**src/rtl/pipelined_barrel_shifter_pkg.sv**
```systemverilog
`default_nettype none
// ============================================================================
// Module      : pipelined_barrel_shifter_pkg
// Description : Shared mode and direction encodings for the pipelined shifter.
// Revision    : 1.0 - initial release
// ============================================================================
package pipelined_barrel_shifter_pkg;

  localparam logic [1:0] MODE_ROT = 2'b00;
  localparam logic [1:0] MODE_LSL = 2'b01;
  localparam logic [1:0] MODE_ASR = 2'b10;

  localparam logic DIR_RIGHT = 1'b0;
  localparam logic DIR_LEFT  = 1'b1;

endpackage
`default_nettype wire

```
**src/rtl/pipelined_barrel_shifter_shift_stage.sv**
```systemverilog
`default_nettype none
// ============================================================================
// Module      : shift_stage
// Description : One log2 stage: conditional shift by DIST plus stage registers.
//               Optional zero flag under BARREL_ZERO_FLAG_EN.
// Revision    : 1.0 - initial release
// ============================================================================
module shift_stage
  import pipelined_barrel_shifter_pkg::*;
#(
  parameter int WIDTH = 8,
  parameter int DIST  = 1,
  parameter int SW    = $clog2(WIDTH)
`ifdef BARREL_ZERO_FLAG_EN
  , parameter bit ZFLAG = 1'b0
`endif
) (
  input  logic             clk,
  input  logic             rst,
  input  logic             adv,
  input  logic             in_valid,
  input  logic [WIDTH-1:0] in_data,
  input  logic [SW-1:0]    in_amt,
  input  logic [1:0]       in_mode,
  input  logic             in_dir,
  output logic             out_valid,
  output logic [WIDTH-1:0] out_data,
  output logic [SW-1:0]    out_amt,
  output logic [1:0]       out_mode,
  output logic             out_dir
`ifdef BARREL_ZERO_FLAG_EN
  , output logic           out_zero
`endif
);

  localparam int            BIT    = $clog2(DIST);
  // Amount bits at or below this stage are consumed; only the higher ones travel on.
  localparam logic [SW-1:0] c_keep = ~SW'(2 * DIST - 1);

  logic [DIST-1:0]  w_fill_r;
  logic [DIST-1:0]  w_fill_l;
  logic [WIDTH-1:0] w_shifted;
  logic [WIDTH-1:0] w_next;

  logic             r_valid;
  logic [WIDTH-1:0] r_data;
  logic [SW-1:0]    r_amt;
  logic [1:0]       r_mode;
  logic             r_dir;

  // Arithmetic right refills with the current MSB, which earlier stages preserve.
  always_comb begin
    w_fill_r = in_data[DIST-1:0];
    w_fill_l = in_data[WIDTH-1:WIDTH-DIST];
    if (in_mode == MODE_LSL) begin
      w_fill_r = '0;
      w_fill_l = '0;
    end else if (in_mode == MODE_ASR) begin
      w_fill_r = {DIST{in_data[WIDTH-1]}};
      w_fill_l = '0;
    end
    if (in_dir == DIR_LEFT) begin
      w_shifted = {in_data[WIDTH-DIST-1:0], w_fill_l};
    end else begin
      w_shifted = {w_fill_r, in_data[WIDTH-1:DIST]};
    end
    w_next = in_amt[BIT] ? w_shifted : in_data;
  end

  always_ff @(posedge clk or posedge rst) begin
    if (rst) begin
      r_valid <= 1'b0;
      r_data  <= '0;
      r_amt   <= '0;
      r_mode  <= '0;
      r_dir   <= 1'b0;
    end else if (adv) begin
      r_valid <= in_valid;
      r_data  <= w_next;
      r_amt   <= in_amt & c_keep;
      r_mode  <= in_mode;
      r_dir   <= in_dir;
    end
  end

  assign out_valid = r_valid;
  assign out_data  = r_data;
  assign out_amt   = r_amt;
  assign out_mode  = r_mode;
  assign out_dir   = r_dir;

`ifdef BARREL_ZERO_FLAG_EN
  generate
    if (ZFLAG) begin : g_zero
      logic r_zero;
      always_ff @(posedge clk or posedge rst) begin
        if (rst) begin
          r_zero <= 1'b1;
        end else if (adv) begin
          r_zero <= (w_next == '0);
        end
      end
      assign out_zero = r_zero;
    end else begin : g_no_zero
      assign out_zero = 1'b1;
    end
  endgenerate
`endif

endmodule
`default_nettype wire

```
**src/rtl/pipelined_barrel_shifter.sv**
```systemverilog
`default_nettype none
// ============================================================================
// Module      : pipelined_barrel_shifter
// Description : Pipelined rotate/logical/arithmetic shifter, one stage per amount
//               bit, valid/ready on both sides. Optional out_zero: BARREL_ZERO_FLAG_EN.
// Revision    : 1.0 - initial release
// ============================================================================
module pipelined_barrel_shifter
  import pipelined_barrel_shifter_pkg::*;
#(
  parameter int WIDTH = 8,
  parameter int SW    = $clog2(WIDTH)
) (
  input  logic             clk,
  input  logic             rst,
  input  logic             in_valid,
  output logic             in_ready,
  input  logic [WIDTH-1:0] in_data,
  input  logic [SW-1:0]    in_amt,
  input  logic [1:0]       in_mode,
  input  logic             in_dir,
  output logic             out_valid,
  input  logic             out_ready,
  output logic [WIDTH-1:0] out_data
`ifdef BARREL_ZERO_FLAG_EN
  , output logic           out_zero
`endif
);

  logic             w_adv;
  logic             w_valid [0:SW];
  logic [WIDTH-1:0] w_data  [0:SW];
  logic [SW-1:0]    w_amt   [0:SW];
  logic [1:0]       w_mode  [0:SW];
  logic             w_dir   [0:SW];

  // Whole pipe moves together; a held output freezes every stage.
  assign w_adv    = out_ready | ~out_valid;
  assign in_ready = w_adv;

  assign w_valid[0] = in_valid;
  assign w_data[0]  = in_data;
  assign w_amt[0]   = in_amt;
  assign w_mode[0]  = in_mode;
  assign w_dir[0]   = in_dir;

`ifdef BARREL_ZERO_FLAG_EN
  logic [SW-1:0] w_zero;
  // Only the final stage computes a real flag; the others tie to 1.
  assign out_zero = &w_zero;
`endif

  generate
    for (genvar k = 0; k < SW; k++) begin : g_stage
      shift_stage #(
        .WIDTH (WIDTH),
        .DIST  (1 << k),
        .SW    (SW)
`ifdef BARREL_ZERO_FLAG_EN
        , .ZFLAG (k == SW - 1)
`endif
      ) u_stage (
        .clk       (clk),
        .rst       (rst),
        .adv       (w_adv),
        .in_valid  (w_valid[k]),
        .in_data   (w_data[k]),
        .in_amt    (w_amt[k]),
        .in_mode   (w_mode[k]),
        .in_dir    (w_dir[k]),
        .out_valid (w_valid[k+1]),
        .out_data  (w_data[k+1]),
        .out_amt   (w_amt[k+1]),
        .out_mode  (w_mode[k+1]),
        .out_dir   (w_dir[k+1])
`ifdef BARREL_ZERO_FLAG_EN
        , .out_zero (w_zero[k])
`endif
      );
    end
  endgenerate

  assign out_valid = w_valid[SW];
  assign out_data  = w_data[SW];

endmodule
`default_nettype wire

```
**config.mk**
```make
export PLATFORM = sky130hd
export DESIGN_NAME = pipelined_barrel_shifter
export DESIGN_NICKNAME = d
export VERILOG_FILES = /design/src/rtl/pipelined_barrel_shifter_pkg.sv /design/src/rtl/pipelined_barrel_shifter_shift_stage.sv /design/src/rtl/pipelined_barrel_shifter.sv
export SDC_FILE = /design/constraint.sdc
export NUM_CORES = 1
export LEC_CHECK = 0
export CAP_MARGIN = 20
export CORE_MARGIN = 3
export CORE_UTILIZATION = 53
export DETAILED_ROUTE_END_ITERATION = 16
export PLACE_DENSITY_LB_ADDON = 0.08
export SLEW_MARGIN = 10
export SYNTH_ARGS = -nofsm -noshare
export SYNTH_HDL_FRONTEND = slang
export SYNTH_SLANG_ARGS = --single-unit
```
**constraint.sdc**
```tcl
create_clock -name clk -period 1.8 [get_ports clk]
set_clock_uncertainty 0.2 [all_clocks]
set_input_delay 0.18 -clock clk [delete_from_list [all_inputs] [get_ports clk]]
set_output_delay 0.18 -clock clk [all_outputs]
set_load 0.02 [all_outputs]
```
**Word level (Yosys, flattened, before mapping)**

Cells that the tools add are included.

- Register bits after elaboration: 36
- Latch bits: 0
- Memory bits (writable): 0
- Bits in read-only memories: 0
- Output and inout port bits: 10
- Memories: 0

- Add/sub/neg operators: 0
- Multipliers: 0
- Div/mod/pow operators: 0
- Magnitude comparators: 0
- Equality and inequality tests: 6
- Shift operators: 0
- Multiplexer cells: 18
- Bitwise logic cells: 2
- Reduce and logical (&&, ||, !) cells: 0

Operators by type and width:

| operator | number |
|---|---|
| $mux W8 | 6 |
| $mux W4 | 4 |
| $mux W2 | 4 |
| $eq A2 B1 Y1 const B | 3 |
| $eq A2 B2 Y1 const B | 3 |
| $mux W1 | 4 |
| $not A1 Y1 | 1 |
| $or A1 B1 Y1 | 1 |

**Logic depth before layout (Yosys ltp)**

Gate-level depths: netlist (run 1).

- Depth after elaboration: 5
- Gate-level depth with buffers: 6
- Gate-level depth less buffers: 5

**Modules after synthesis**

A second synthesis (run 1) with hierarchy kept.

- Cell total of the unflattened synthesis: 205
- Area, all modules: 2129.5 sq um

Modules (own cells, without submodules):

| module | instances | cells an instance | area an instance (sq um) | sequential area each (sq um) |
|---|---|---|---|---|
| shift_stage at g_stage[1].u_stage | 1 | 72 | 747.0 | 325.3 |
| shift_stage at g_stage[0].u_stage | 1 | 67 | 740.7 | 350.3 |
| shift_stage at g_stage[2].u_stage | 1 | 65 | 635.6 | 300.3 |
| pipelined_barrel_shifter | 1 | 1 | 6.3 | 0.0 |

**Least setup slack after synthesis (run 1)**

Ideal clock, no wire load.

- Kind: flip-flop to flip-flop
- From: register g_stage[2].u_stage.r_valid
- To: register g_stage[2].u_stage.r_data[4]
- Data arrival time: 1.117 ns
- Data required time: 1.472 ns
- Path slack: 0.355 ns
- Cell stages (with the launch flop): 6
- Buffers on the path: 1
- Clock period less this slack: 1.445 ns
- Path through: dfrtp_1 nor2b_1 buf_2 or3_1 o21ai_0 a31oi_1

- Word-level cells in the longest chain between the ends: 2

Ends and longest elaborated chain:

| what | RTL line | text |
|---|---|---|
| start: declaration | pipelined_barrel_shifter_shift_stage.sv:45 | `logic r_valid;` |
| start signal: assignment | pipelined_barrel_shifter_shift_stage.sv:78 | `r_valid <= in_valid;` |
| $not A1 Y1 | pipelined_barrel_shifter.sv:38 | `assign w_adv = out_ready \| ~out_valid;` |
| $or A1 B1 Y1 | pipelined_barrel_shifter.sv:38 |  |
| end signal: assignment | pipelined_barrel_shifter_shift_stage.sv:79 | `r_data <= w_next;` |
| end: declaration | pipelined_barrel_shifter_shift_stage.sv:46 | `logic [WIDTH-1:0] r_data;` |

No other way between the ends.
A chain may end at the register's enable or synchronous reset.

**Worst setup path after layout (run 1)**

- From: register g_stage[2].u_stage.r_data[7]
- To: output out_data[7]

RTL lines:

| what | RTL line | text |
|---|---|---|
| end: declaration | pipelined_barrel_shifter.sv:24 | `output logic [WIDTH-1:0] out_data` |

No word-level cell between the ends.

==> summary.txt, run 1 <==
Yosys
  – Post-synth top area cell: dfrtp_1
  – Synth warnings: 0
  – Number of flops mapped to enable cells by yosys: 0
  – Ys async rst share: 100%
  – Post-synthesis average cell area: 8.68 um2
  – Seq cells post-synth: 36
  – Largest cells by area after synthesis: dfrtp_1, nand2_1, o21ai_0, mux2i_1, a31oi_1
  – Synth Net Count: 237
  – Sequential fraction of the synthesis area: 47.4%
  – Synth top area share: 47.4%
  – Main synth FF type: dfrtp_1
  – Distinct cells, synth: 26
  – Cells after Synth: 219
  – Synth Cell Area: 0.00190 mm2

Worst setup path
  – CP startpoint: g_stage[2].u_stage.out_data[7]$_DFFE_PP0P_
  – Reg2Reg Capture Point: g_stage[1].u_stage.out_data[6]$_DFFE_PP0P_
  – FF-to-FF Start: g_stage[0].u_stage.out_dir$_DFFE_PP0P_
  – Worst-path maximum fanout: 2
  – CP Class: flip-flop to primary output
  – Startpoint types: flip-flop
  – Arr. time, crit path: 1320 ps
  – Slowest cell on crit path: clkdlybuf4s50_1
  – Worst setup EP type: primary output
  – Setup slack, reg-to-reg: 260 ps
  – Register-to-Register Path Depth: 3
  – Crit path cell chain: clkdlybuf4s50_1
  – Buffer and inverter count on the worst path: 1
  – Required time worst endpoint: 1420 ps
  – CP delay by family, top: buffers and inverters
  – Slowest stage delay, CP: 610 ps
  – Crit path capture: out_data[7]
  – Instance count on the critical path: 1

GRT
  – First-pass GRT wire length: 6650 um
  – Largest net degree at the start of global routing: 37
  – Total grt overflow: 0
  – Overall routing resource usage: 20.0%
  – Vias in the first global route: 1535
  – Initial antenna violation count: 0

Finish
  – Non-Filler Instances: 293
  – Layout cells sized above 1: 7.29%
  – Nets: 264
  – Fill cells: 269
  – Area delta synth->final: 21.4%
  – Post-layout util: 68.1%
  – # diodes: 0
  – Multi-input logic area: 882 um2
  – FF+latch area: 901 um2

CTS
  – Clock transition at path regs: 110 ps
  – H-tree depth: 2
  – CTS tree: yes
  – Num Clock Sinks: 36
  – Root Buffer: clkbuf_4
  – Number of CTS-inserted buffers: 5
  – Skew-Pair Late Insertion Delay: 340 ps
  – Bufs on Longest Clock Path: 2

Route
  – Number of DRC markers in iteration 0: 98
  – TritonRoute pass-1 iters: 4
  – Via-to-Cell Ratio: 5.49
  – Via count: 1609
  – DRC viols: 0
  – Routed WL: 3660 um
  – WL/cell: 12.5 um
  – Antenna viol nets, final: 0

STA
  – Worst Tran Pin Value: 464 ps
  – # setup viols final: 0
  – Fin. Hold Viols: 0
  – Shortest period the worst path allows: 1700 ps
  – RSZ-0062 raised after global routing: no
  – Final Max Tran Viols: 0
  – Slew headroom: 69.1%
  – Final period util: 94.6%
  – Fmax: 587 MHz
  – Setup TNS: 0 ps

Die
  – Die Wd: 65.9 um
  – Cell Rows: 21
  – Core Footprint: 0.00339 mm2
  – Die Height: 65.9 um
  – Die area: 0.00434 mm2
  – Starting density of the core: 56.1%
  – I/O pins: 28

Placed design
  – Routability cong.: 0.853
  – Buffers on Ports: 27
  – Post-Place Cells: 285
  – HPWL Detailed: 2670 um

Power and ir drop
  – Pleak: 1.03 nW
  – Power Density: 1450 mW/mm2
  – Worst VDD drop: 0.000538 V

Outcome
  – Outcome: completed

Run
  – Max Cap Violations: 0

Worst hold path
  – Worst hold path type: input pin to async pin
[final cells by class]
| cell class | count | area share (%) |
|---|---|---|
| sequential | 36 | 39.0 |
| clock buffer | 7 | 2.82 |
| tap | 46 | 2.49 |
| inverter | 7 | 1.14 |
| clock inverter | 1 | 1.30 |
| timing repair buffer | 34 | 15.0 |
| multi-input combinational | 162 | 38.2 |
[metrics by stage]
step | total power, mW | cell area [um2] | hold slack (ps) | setup WS (ps)
after floorplan | 2.30 | 1900 | 92.5 | 355
after global placement | 2.68 | 2210 | 244 | 52.2
after detailed placement | 2.74 | 2210 | 253 | 47.7
after CTS | 3.37 | 2310 | 25.0 | 73.6
after global routing | 3.62 | 2310 | 50.6 | 32.6
final | 3.35 | 2310 | 27.0 | 97.3
[how the worst min path moves through the flow]
stage | to | slack (ps) | depth (start not counted)
3_5_place_dp | g_stage[2].u_stage.out_valid$_DFFE_PP0P_ | 250 | 1
2_1_floorplan | g_stage[0].u_stage.out_amt[1]$_DFFE_PP0P_ | 90 | 2
6_report | g_stage[2].u_stage.out_data[1]$_DFFE_PP0P_ | 30 | 3
4_1_cts | g_stage[2].u_stage.out_data[6]$_DFFE_PP0P_ | 20 | 3
5_1_grt | g_stage[2].u_stage.out_data[1]$_DFFE_PP0P_ | 50 | 3
3_3_place_gp | g_stage[1].u_stage.out_valid$_DFFE_PP0P_ | 240 | 2
[synthesized netlist by cell type, types with 3 or more instances]
cell type	instances
a21oi_1	9
a31oi_1	14
and2b_1	4
buf_2	7
buf_4	5
dfrtp_1	36
inv_1	6
mux2i_1	13
nand2_1	59
nand2b_1	4
nor2b_1	3
o21ai_0	30
o21ai_1	9
or3_1	3
[cell families (layout without fill, tap and decap cells)]
kind of cell,after synthesis,in the layout,synth area share (%)
compound gates,68,68,19.5
flops,36,36,47.4
xor+xnor,3,3,1.38
simple gates,78,78,18.6
buf+inv,21,49,6.38
mux,13,13,6.84
[worst register-to-register path, cell delays in order, from the launching register on]
cell     delay, ps
dfrtp_1        640
or2b_1         270
a31oi_1        220
a21oi_1        100
[cells in the final DEF, fill, tap and decap left out]
| master | netlist | final |
|---|---|---|
| or2b_1 | 1 | 1 |
| mux2i_1 | 13 | 13 |
| clkbuf_4 | 0 | 5 |
| a21oi_1 | 9 | 9 |
| o21ai_1 | 9 | 9 |
| nor4b_1 | 1 | 1 |
| o22ai_1 | 2 | 2 |
| o21ai_0 | 30 | 30 |
| a31oi_1 | 14 | 14 |
| clkbuf_8 | 0 | 2 |
| xor2_1 | 1 | 1 |
| a21o_1 | 1 | 1 |
| or3_1 | 3 | 3 |
| nor2_1 | 2 | 2 |
| nor2b_2 | 0 | 1 |
| inv_2 | 1 | 1 |
| xnor2_1 | 2 | 2 |
| a211oi_1 | 1 | 1 |
| o211ai_1 | 2 | 2 |
| nand2b_1 | 4 | 4 |
| inv_1 | 6 | 6 |
| nand2_1 | 59 | 59 |
| nor4b_2 | 1 | 1 |
| bufinv_16 | 0 | 1 |
| dlygate4sd2_1 | 0 | 1 |
| and2b_1 | 4 | 4 |
| buf_4 | 5 | 5 |
| buf_12 | 0 | 2 |
| nor2b_1 | 3 | 2 |
| clkdlybuf4s50_1 | 0 | 26 |
| dfrtp_1 | 36 | 36 |
[per-layer routing]
layer,vias up,global-route usage [%],part of all wire [%]
met1,756,22.6,42
met5,-,0,0
met3,6,5.10,4.7
met4,0,8.81,1.7
met2,36,35.3,51
li1,811,-,-
[where the power goes]
| group | total (mW) | switching (mW) | internal [mW] |
|---|---|---|---|
| sequential | 1.43 | 0.315 | 1.12 |
| clock | 0.639 | 0.270 | 0.369 |
| combinational | 1.27 | 0.650 | 0.622 |
[registers in the layout, indices dropped and copies added (netlist names)]
| signal | count |
|---|---|
| g_stage.u_stage.out_data | 24 |
| g_stage.u_stage.out_dir | 2 |
| g_stage.u_stage.out_mode | 4 |
| g_stage.u_stage.out_amt | 3 |
| g_stage.u_stage.out_valid | 3 |
[repair_timing]
action / 4_1_cts / 5_1_grt
hold buffers: 0 / 0
setup endpoints to repair: 1 / 0
buffers inserted: 0 / 0
hold endpoints to repair: 0 / 0
gates resized for setup: 1 / 0
Note: power is estimated with default switching activity, not from simulation.
==> run 2, diff against run 1 <==
- PLACE_DENSITY_LB_ADDON: 0.08 -> 0.15
==> run 2 against run 1 <==
Net effect: die area stayed put; sequential cell count stayed put; via count is 2.9% lower; sequential share of layout area is 1.2 points higher; first-iteration DRC count is 11% lower; register-to-register slack better by 20 ps; critical path type unchanged; largest power group unchanged; highest routed layer unchanged.
==> summary.txt, run 2 (synthesized netlist as in run 1, its figures left out) <==
GRT
  – GR met2 Demand/Resource: 32.9%
  – Overall routing resource usage: 18.3%
  – Total grt overflow: 0
  – GRT met3 Usage: 5.10%
  – First-pass GRT wire length: 6120 um
  – Initial antenna violation count: 0
  – Vias in the first global route: 1436
  – Largest net degree at the start of global routing: 37
  – GRT met1 Usage: 20.0%
  – Busiest grt layer: met2

Worst setup path
  – CP delay by family, top: buffers and inverters
  – Setup slack, reg-to-reg: 280 ps
  – Reg2Reg Capture Point: g_stage[1].u_stage.out_data[6]$_DFFE_PP0P_
  – Buffer and inverter count on the worst path: 1
  – Required time worst endpoint: 1420 ps
  – Slowest cell on crit path: clkdlybuf4s50_1
  – Arr. time, crit path: 1290 ps
  – Register-to-Register Path Depth: 3
  – FF-to-FF Start: g_stage[0].u_stage.out_dir$_DFFE_PP0P_
  – Crit path cell chain: clkdlybuf4s50_1
  – Worst setup EP type: primary output
  – Worst-path maximum fanout: 2
  – Slowest stage delay, CP: 600 ps
  – Startpoint types: flip-flop
  – CP Class: flip-flop to primary output

CTS
  – H-tree depth: 2
  – Num Clock Sinks: 36
  – CTS tree: yes
  – Root Buffer: clkbuf_4
  – Clock transition at path regs: 100 ps
  – Bufs on Longest Clock Path: 2
  – Setup Fix Bufs, Post-CTS: 0
  – Skew-Pair Late Insertion Delay: 320 ps
  – CTS Hold Bufs: 0
  – Post_cts resized: 1
  – Number of CTS-inserted buffers: 5

Finish
  – Most frequent cells in the layout: nand2_1, dfrtp_1, o21ai_0
  – # diodes: 0
  – Non-Filler Instances: 293
  – Nets: 265
  – Commonest non-fill, non-tap cell in the layout: nand2_1
  – Layout cells sized above 1: 6.88%
  – Post-layout util: 66.1%
  – Area delta synth->final: 17.9%
  – Max reg flops: 24

STA
  – Setup TNS: 0 ps
  – # setup viols final: 0
  – Slew headroom: 67.6%
  – Final Max Tran Viols: 0
  – Worst Tran Pin Value: 486 ps
  – Shortest period the worst path allows: 1670 ps
  – RSZ-0062 raised after global routing: no
  – Fmax: 598 MHz
  – Fin. Hold Viols: 0
  – Final period util: 93.0%

Die
  – Cell Rows: 21
  – I/O pins: 28
  – Die Wd: 65.9 um
  – Starting density of the core: 56.1%
  – Core Footprint: 0.00339 mm2
  – Die area: 0.00434 mm2
  – Die Height: 65.9 um

Power and ir drop
  – NetSw: 1.19 mW
  – Pint: 1.88 mW
  – Flop pwr share: 46.8%
  – Power Density: 1370 mW/mm2
  – Sw Ratio: 38.9%
  – Clock share of power: 12.7%
  – Worst VDD drop: 0.000571 V
  – Pleak: 1.00 nW
  – Comb pwr share: 40.5%

Route
  – TritonRoute pass-1 iters: 4
  – Routed WL: 3460 um
  – Number of DRC markers in iteration 0: 87
  – WL/cell: 11.8 um
  – Via count: 1563
  – Antenna viol nets, final: 0
  – Via-to-Cell Ratio: 5.33
  – DRC viols: 0

Placed design
  – Post-Place Cells: 286
  – Buffers on Ports: 27
  – Routability cong.: 0.817
  – HPWL Detailed: 2570 um

Run
  – Max Cap Violations: 0

Outcome
  – Outcome: completed

Worst hold path
  – Worst hold path type: input pin to async pin
==> run 2: worst max path at each step <==
stage / from / to / slack (ps) / cells past startpoint
2_1_floorplan: g_stage[2].u_stage.out_valid$_DFFE_PP0P_ / g_stage[2].u_stage.out_data[4]$_DFFE_PP0P_ / 350 / 5
6_report: g_stage[2].u_stage.out_data[4]$_DFFE_PP0P_ / out_data[4] / 130 / 1
4_1_cts: g_stage[2].u_stage.out_data[3]$_DFFE_PP0P_ / out_data[3] / 110 / 1
5_1_grt: g_stage[2].u_stage.out_data[7]$_DFFE_PP0P_ / out_data[7] / 60 / 1
3_5_place_dp: out_ready / in_ready / 70 / 4
3_3_place_gp: out_ready / in_ready / 80 / 4
==> run 2: power groups by stage <==
stage / sequential, mW / clock [mW] / combinational (mW)
floorplan: 1.46 / 0 / 0.837
global placement: 1.44 / 0 / 1.23
detailed placement: 1.45 / 0 / 1.26
CTS: 1.43 / 0.403 / 1.26
global route: 1.49 / 0.439 / 1.41
finish: 1.44 / 0.388 / 1.24
==> run 2: metrics by stage <==
stage	instance area, um2	total power, mW	setup WS [ps]	hold WS [ps]
after floorplan	1900	2.30	355	92.5
after global placement	2200	2.67	77.1	242
after detailed placement	2200	2.71	70.0	248
after CTS	2240	3.10	110	37.1
after global routing	2240	3.34	60.9	76.6
final	2240	3.07	126	29.5
==> run 2: metal layers <==
metal	part of all wire [%]	wire, um
met5	0	0
met2	50	1740
met1	45	1540
met4	1.6	57
met3	3.3	114
==> run 2: cell type report <==
class                   instances  area (um2)
clock buffers                   6        41.3
clock inverters                 1        5.00
fillers                       288        1150
inverters                       7        26.3
multi-input cells             162         882
flip-flops and latches         36         901
well taps                      46        57.6
repair buffers                 35         329
==> run 2: worst reg2reg max path: cells and delay by family, from the launching register on <==
kind,cells,cell delay [ps]
flops,1,650
compound gates,2,280
simple gates,1,280
